`src/rtl/div_if.sv`:
```
// div_if: start/busy handshake and result bus of the sequential divider
interface div_if #(parameter int WIDTH = 8);
  logic [WIDTH-1:0] a_in;
  logic [WIDTH-1:0] b_in;
  logic             start_in;
  logic             busy_out;
  logic             valid_out;
  logic [WIDTH-1:0] q_out;
  logic [WIDTH-1:0] r_out;
  logic             dbz_out;
  modport master (output a_in, b_in, start_in, input busy_out, valid_out, q_out, r_out, dbz_out);
  modport slave  (input a_in, b_in, start_in, output busy_out, valid_out, q_out, r_out, dbz_out);
endinterface

```
`src/rtl/div.sv`:
```
// div: sequential unsigned restoring divider, one quotient bit per clock
module div #(parameter int WIDTH = 8) (
  input logic  clk_in,
  input logic  rst_n_in,
  div_if.slave bus
);
  localparam int CW = $clog2(WIDTH) + 1;
  typedef enum logic [1:0] {IDLE, WORK, WAIT} state_t;
  state_t           state_q;
  logic [CW-1:0]    ctr_q;
  logic [WIDTH-1:0] rem_q;
  logic [WIDTH-1:0] quot_q;
  logic [WIDTH-1:0] div_q;
  logic [WIDTH-1:0] q_q;
  logic [WIDTH-1:0] r_q;
  logic             dbz_flag_q;
  logic             dbz_q;
  logic             busy_q;
  logic             valid_q;
  logic [WIDTH:0]   s_d;
  logic [WIDTH:0]   diff_d;
  logic [WIDTH-1:0] rem_d;
  logic [WIDTH-1:0] quot_d;
  logic             last_d;
  // one restoring step; the kept remainder is always below 2**WIDTH so WIDTH bits hold it
  always_comb begin
    s_d    = {rem_q, quot_q[WIDTH-1]};
    diff_d = s_d - {1'b0, div_q};
    rem_d  = diff_d[WIDTH] ? s_d[WIDTH-1:0] : diff_d[WIDTH-1:0];
    quot_d = {quot_q[WIDTH-2:0], ~diff_d[WIDTH]};
    last_d = ctr_q == CW'(WIDTH - 1);
  end
  // control FSM, datapath iteration and registered results
  always_ff @(posedge clk_in or negedge rst_n_in) begin
    if (!rst_n_in) begin
      state_q    <= IDLE;
      ctr_q      <= '0;
      rem_q      <= '0;
      quot_q     <= '0;
      div_q      <= '0;
      q_q        <= '0;
      r_q        <= '0;
      dbz_flag_q <= 1'b0;
      dbz_q      <= 1'b0;
      busy_q     <= 1'b0;
      valid_q    <= 1'b0;
    end else begin
      case (state_q)
        IDLE: if (bus.start_in) begin
          quot_q     <= bus.a_in;
          div_q      <= bus.b_in;
          rem_q      <= '0;
          ctr_q      <= '0;
          dbz_flag_q <= bus.b_in == '0;
          busy_q     <= 1'b1;
          state_q    <= WORK;
        end
        WORK: begin
          quot_q <= quot_d;
          rem_q  <= rem_d;
          ctr_q  <= ctr_q + CW'(1);
          if (last_d) begin
            q_q     <= quot_d;
            r_q     <= rem_d;
            dbz_q   <= dbz_flag_q;
            valid_q <= 1'b1;
            state_q <= WAIT;
          end
        end
        WAIT: begin
          valid_q <= 1'b0;
          busy_q  <= 1'b0;
          state_q <= IDLE;
        end
        default: state_q <= IDLE;
      endcase
    end
  end
  assign bus.busy_out  = busy_q;
  assign bus.valid_out = valid_q;
  assign bus.q_out     = q_q;
  assign bus.r_out     = r_q;
  assign bus.dbz_out   = dbz_q;
endmodule

```
`src/flat_wrapper.sv`:
```
// flat-port wrapper written by rule: the top's interface ports become plain ports
module div_flat 
#(parameter int WIDTH = 8)
  (clk_in, rst_n_in, bus_a_in, bus_b_in, bus_start_in, bus_busy_out, bus_valid_out, bus_q_out, bus_r_out, bus_dbz_out);
  div_if #(.WIDTH(WIDTH)) bus_i ();
  input logic clk_in;
  input logic rst_n_in;
  input wire logic [$bits(bus_i.a_in)-1:0] bus_a_in;
  input wire logic [$bits(bus_i.b_in)-1:0] bus_b_in;
  input wire logic [$bits(bus_i.start_in)-1:0] bus_start_in;
  output wire logic [$bits(bus_i.busy_out)-1:0] bus_busy_out;
  output wire logic [$bits(bus_i.valid_out)-1:0] bus_valid_out;
  output wire logic [$bits(bus_i.q_out)-1:0] bus_q_out;
  output wire logic [$bits(bus_i.r_out)-1:0] bus_r_out;
  output wire logic [$bits(bus_i.dbz_out)-1:0] bus_dbz_out;
  assign bus_i.a_in = bus_a_in;
  assign bus_i.b_in = bus_b_in;
  assign bus_i.start_in = bus_start_in;
  assign bus_busy_out = bus_i.busy_out;
  assign bus_valid_out = bus_i.valid_out;
  assign bus_q_out = bus_i.q_out;
  assign bus_r_out = bus_i.r_out;
  assign bus_dbz_out = bus_i.dbz_out;
  div #(.WIDTH(WIDTH)) u_core (.clk_in(clk_in), .rst_n_in(rst_n_in), .bus(bus_i));
endmodule
```
`config.mk`:
```
export PLATFORM = sky130hd
export DESIGN_NAME = div_flat
export DESIGN_NICKNAME = d
export VERILOG_FILES = /design/src/rtl/div_if.sv /design/src/rtl/div.sv /design/src/flat_wrapper.sv
export SDC_FILE = /design/constraint.sdc
export NUM_CORES = 1
export LEC_CHECK = 0
export BUFFER_PORTS_ARGS = -buffer_cell sky130_fd_sc_hd__buf_2
export CORE_MARGIN = 2
export CORE_UTILIZATION = 49
export CTS_CLUSTER_SIZE = 40
export DETAILED_ROUTE_END_ITERATION = 10
export GPL_TIMING_DRIVEN = 0
export PLACE_DENSITY_LB_ADDON = 0.05
export RECOVER_POWER = 25
export SLEW_MARGIN = 20
export SYNTH_ARGS = -nofsm -noshare
export SYNTH_HDL_FRONTEND = slang
export SYNTH_SLANG_ARGS = --single-unit
```
`constraint.sdc`:
```
create_clock -name clk_in -period 3 [get_ports clk_in]
set_input_delay 0.3 -clock clk_in [delete_from_list [all_inputs] [get_ports clk_in]]
set_output_delay 0.3 -clock clk_in [all_outputs]
set_load 0.02 [all_outputs]
```
==> results_dict.tcl <==
set metrics [dict create \
    r2r_slack_ns 0.28 \
    rows 26 \
    hold_depth 3 \
    clock-root-buffer "clkbuf_8" \
    drc 0 \
    ir_drop_mv 0.6517 \
    synth_area_per_cell_um2 9.442 \
    powerDensity_nw_per_um2 1335 \
    worstSetupStartpointType "register" \
    p_leak_nw 1.406 \
    drt_wl_total_um 5422 \
    cts_tree "done" \
    hpwl_um 3959 \
    power_mw 3.971 \
    cts_resized 0 \
    crit_required_ns 3.17 \
    syn-num-nets 300 \
    slew_headroom_pct 16.28 \
    htreeDepth 2 \
    vias 2039 \
    mostFrequentLayoutCell "nand2_1" \
    grt_pass1_vias 2056 \
    drive_above_1_share_pct 18.35 \
    io_pins 38 \
    fin_crit_ns 2.716 \
    setup_viol 0 \
    critPathCaptureType "register" \
    holdCritStartpoint "bus_b_in[4]" \
    gp_congestion 0.7710 \
    die_x_um 76.26 \
    grtUsageTotal_pct 20.95 \
    antenna_left 0 \
    hp-class "in2reg" \
    status "finished, final reports clean" \
    clock_latency_ns 0.30 \
    yosysSeqAreaShare_pct 48.90 \
    finalNonFillerCells 386 \
    crit_arrival_ns 2.88 \
    whs_endpoint "u_core.div_q[4]$_DFFE_PN0P_" \
    start_util_pct 50.42 \
    worstSetupPathType "reg2reg" \
    grt_max_degree 51 \
    grt_pass1_wl_um 9687 \
    synth_area_um2 2559 \
    ctsHoldBuffers 0 \
    cts_made_buffers 5 \
    worst_pin_slew_ns 1.256 \
    io_buffer_count 37 \
    rr_worst_depth 10 \
    fmax_mhz 368.1 \
    die_area_um2 5816 \
    die_y_um 76.26 \
    nets 344 \
    synth-edff-count 0 \
    ys_types 44 \
    initialDrtViolationCount 127 \
    hold_viol_final 0 \
    core_area_um2 5075 \
    grt-ovfl-total 0 \
    setup_tns_ns 0 \
    timing.rr.start "u_core.quot_q[7]$_DFFE_PN0P_" \
    final_cell_mix "61 x nand2_1, 50 x dfrtp_1, 39 x buf_2, 31 x o21ai_0, 14 x inv_1" \
    clock_sinks 50 \
    r2r-end "u_core.bus.r_out[3]$_DFFE_PN0P_" \
    synth-seq-cells 50 \
    wl_per_cell_um 14.05 \
    skew_ns 0.01297 \
    clk_pin_slew_ns 0.10 \
    drv_slew 0 \
    hold_slack_ns 0.2083 \
    cts.path.max_buffers 2 \
    synthCells 271 \
    via_per_inst 5.282 \
    async_reset_ff_share_pct 100.0 \
    post-route-period-util_pct 90.54 \
    synth_flop_cell "dfrtp_1" \
    firstDrtPassIters 4 \
    crit_fanout 10 \
    postCtsSetupRepairBufs 0 \
    grt_setup_unrepaired "false" \
    antenna_found_initial 0 \
    syn2layout_area_growth_pct 16.23 \
    place_inst 378 \
    antenna_cells 0 \
    yosys_warnings 0 \
    max_cap_violations 0 \
]
==> report_power, final <==
part	switching, mW	internal, mW	total, mW
registers	0.194	0.986	1.18
clock network	0.226	0.356	0.581
logic	1.31	0.902	2.21
total	1.73	2.24	3.97
==> metal layers <==
metal	routed length, µm	GRT usage (%)	vias to the layer above
met2	2524	34.07	32
met5	0	0	-
met1	2705	29.23	981
met3	155	3.318	4
li1	-	-	1022
met4	36	6.000	0
==> layout make-up <==
type	instances	area, µm²
Fill cell	477	2101
Timing Repair Buffer	37	185.2
Buffer	13	60.06
Inverter	14	52.55
Sequential cell	50	1251
Multi-Input combinational cell	194	1195
Clock buffer	6	82.58
Tap cell	70	87.58
Clock inverter	2	60.06
==> cells in the mapped netlist, types with 2 or more instances <==
cell | instances | area [µm²]
buf_2 | 3 | 15.01
nor2b_1 | 9 | 56.30
o21ai_1 | 8 | 40.04
inv_1 | 14 | 52.55
ha_1 | 9 | 112.6
nand3_1 | 3 | 15.01
a21oi_1 | 10 | 50.05
nor3_1 | 2 | 10.01
nand4_1 | 2 | 12.51
nand2_1 | 61 | 229.0
nor2_1 | 10 | 37.54
dfrtp_1 | 50 | 1251
clkbuf_1 | 9 | 33.78
xor2_1 | 4 | 35.03
o21ai_0 | 31 | 155.2
o211ai_1 | 2 | 15.01
nand3b_1 | 2 | 15.01
mux2i_1 | 5 | 50.05
nor4_1 | 2 | 12.51
a22oi_1 | 8 | 60.06
nand2b_1 | 4 | 25.02
==> flip-flops by register name, indices dropped and copies added, names as in the netlist <==
| signal | cells |
|---|---|
| u_core.bus.dbz_out | 1 |
| u_core.quot_q | 8 |
| u_core.ctr_q | 4 |
| u_core.bus.busy_out | 1 |
| u_core.state_q | 2 |
| u_core.dbz_flag_q | 1 |
| u_core.rem_q | 8 |
| u_core.bus.q_out | 8 |
| u_core.bus.valid_out | 1 |
| u_core.div_q | 8 |
| u_core.bus.r_out | 8 |
==> cells by family (layout without fill, tap and decap cells) <==
logic type                 after synthesis  count (layout)  share of synthesized area, %
adders and majority gates               10              10                         5.183
xor gates and xnor gates                 4               4                         1.369
buffers and inverters                   27              72                         4.401
muxes                                    6               6                         2.396
and+or+nand+nor                         99              99                         17.16
DFF                                     50              50                         48.90
AOI/OAI and AO/OA                       75              75                         20.59
==> worst max-delay path: stages, from the launching register on <==
cell	delay (ns)
dfrtp_1	0.39
inv_1	0.07
ha_1	0.15
inv_1	0.05
fa_1	0.43
a211oi_4	0.34
o211ai_2	0.16
a221oi_4	0.39
buf_6	0.22
mux2i_1	0.29
o21ai_1	0.09
==> worst max-delay path by stage <==
stage | startpoint | to | slack (ns) | cells after the start
floorplan | u_core.quot_q[7]$_DFFE_PN0P_ | u_core.rem_q[1]$_DFFE_PN0P_ | 0.62 | 10
detailed placement | u_core.quot_q[7]$_DFFE_PN0P_ | u_core.bus.r_out[3]$_DFFE_PN0P_ | 0.29 | 10
global route | u_core.quot_q[7]$_DFFE_PN0P_ | u_core.bus.r_out[3]$_DFFE_PN0P_ | 0.11 | 10
CTS | u_core.quot_q[7]$_DFFE_PN0P_ | u_core.bus.r_out[3]$_DFFE_PN0P_ | 0.27 | 10
global placement | u_core.quot_q[7]$_DFFE_PN0P_ | u_core.bus.r_out[3]$_DFFE_PN0P_ | 0.30 | 10
finish | u_core.quot_q[7]$_DFFE_PN0P_ | u_core.bus.r_out[3]$_DFFE_PN0P_ | 0.28 | 10
==> per-stage QoR <==
| stage | setup slack [ns] | cell area (µm²) | util, % |
|---|---|---|---|
| after global placement | 0.2985 | 2831 | 55.79 |
| after global routing | 0.1113 | 2974 | 58.60 |
| after CTS | 0.2742 | 2977 | 58.65 |
| final | 0.2837 | 2974 | 58.60 |
| after detailed placement | 0.2928 | 2834 | 55.84 |
| after floorplan | 0.6199 | 2559 | - |
(Power assumes the default switching activity.)
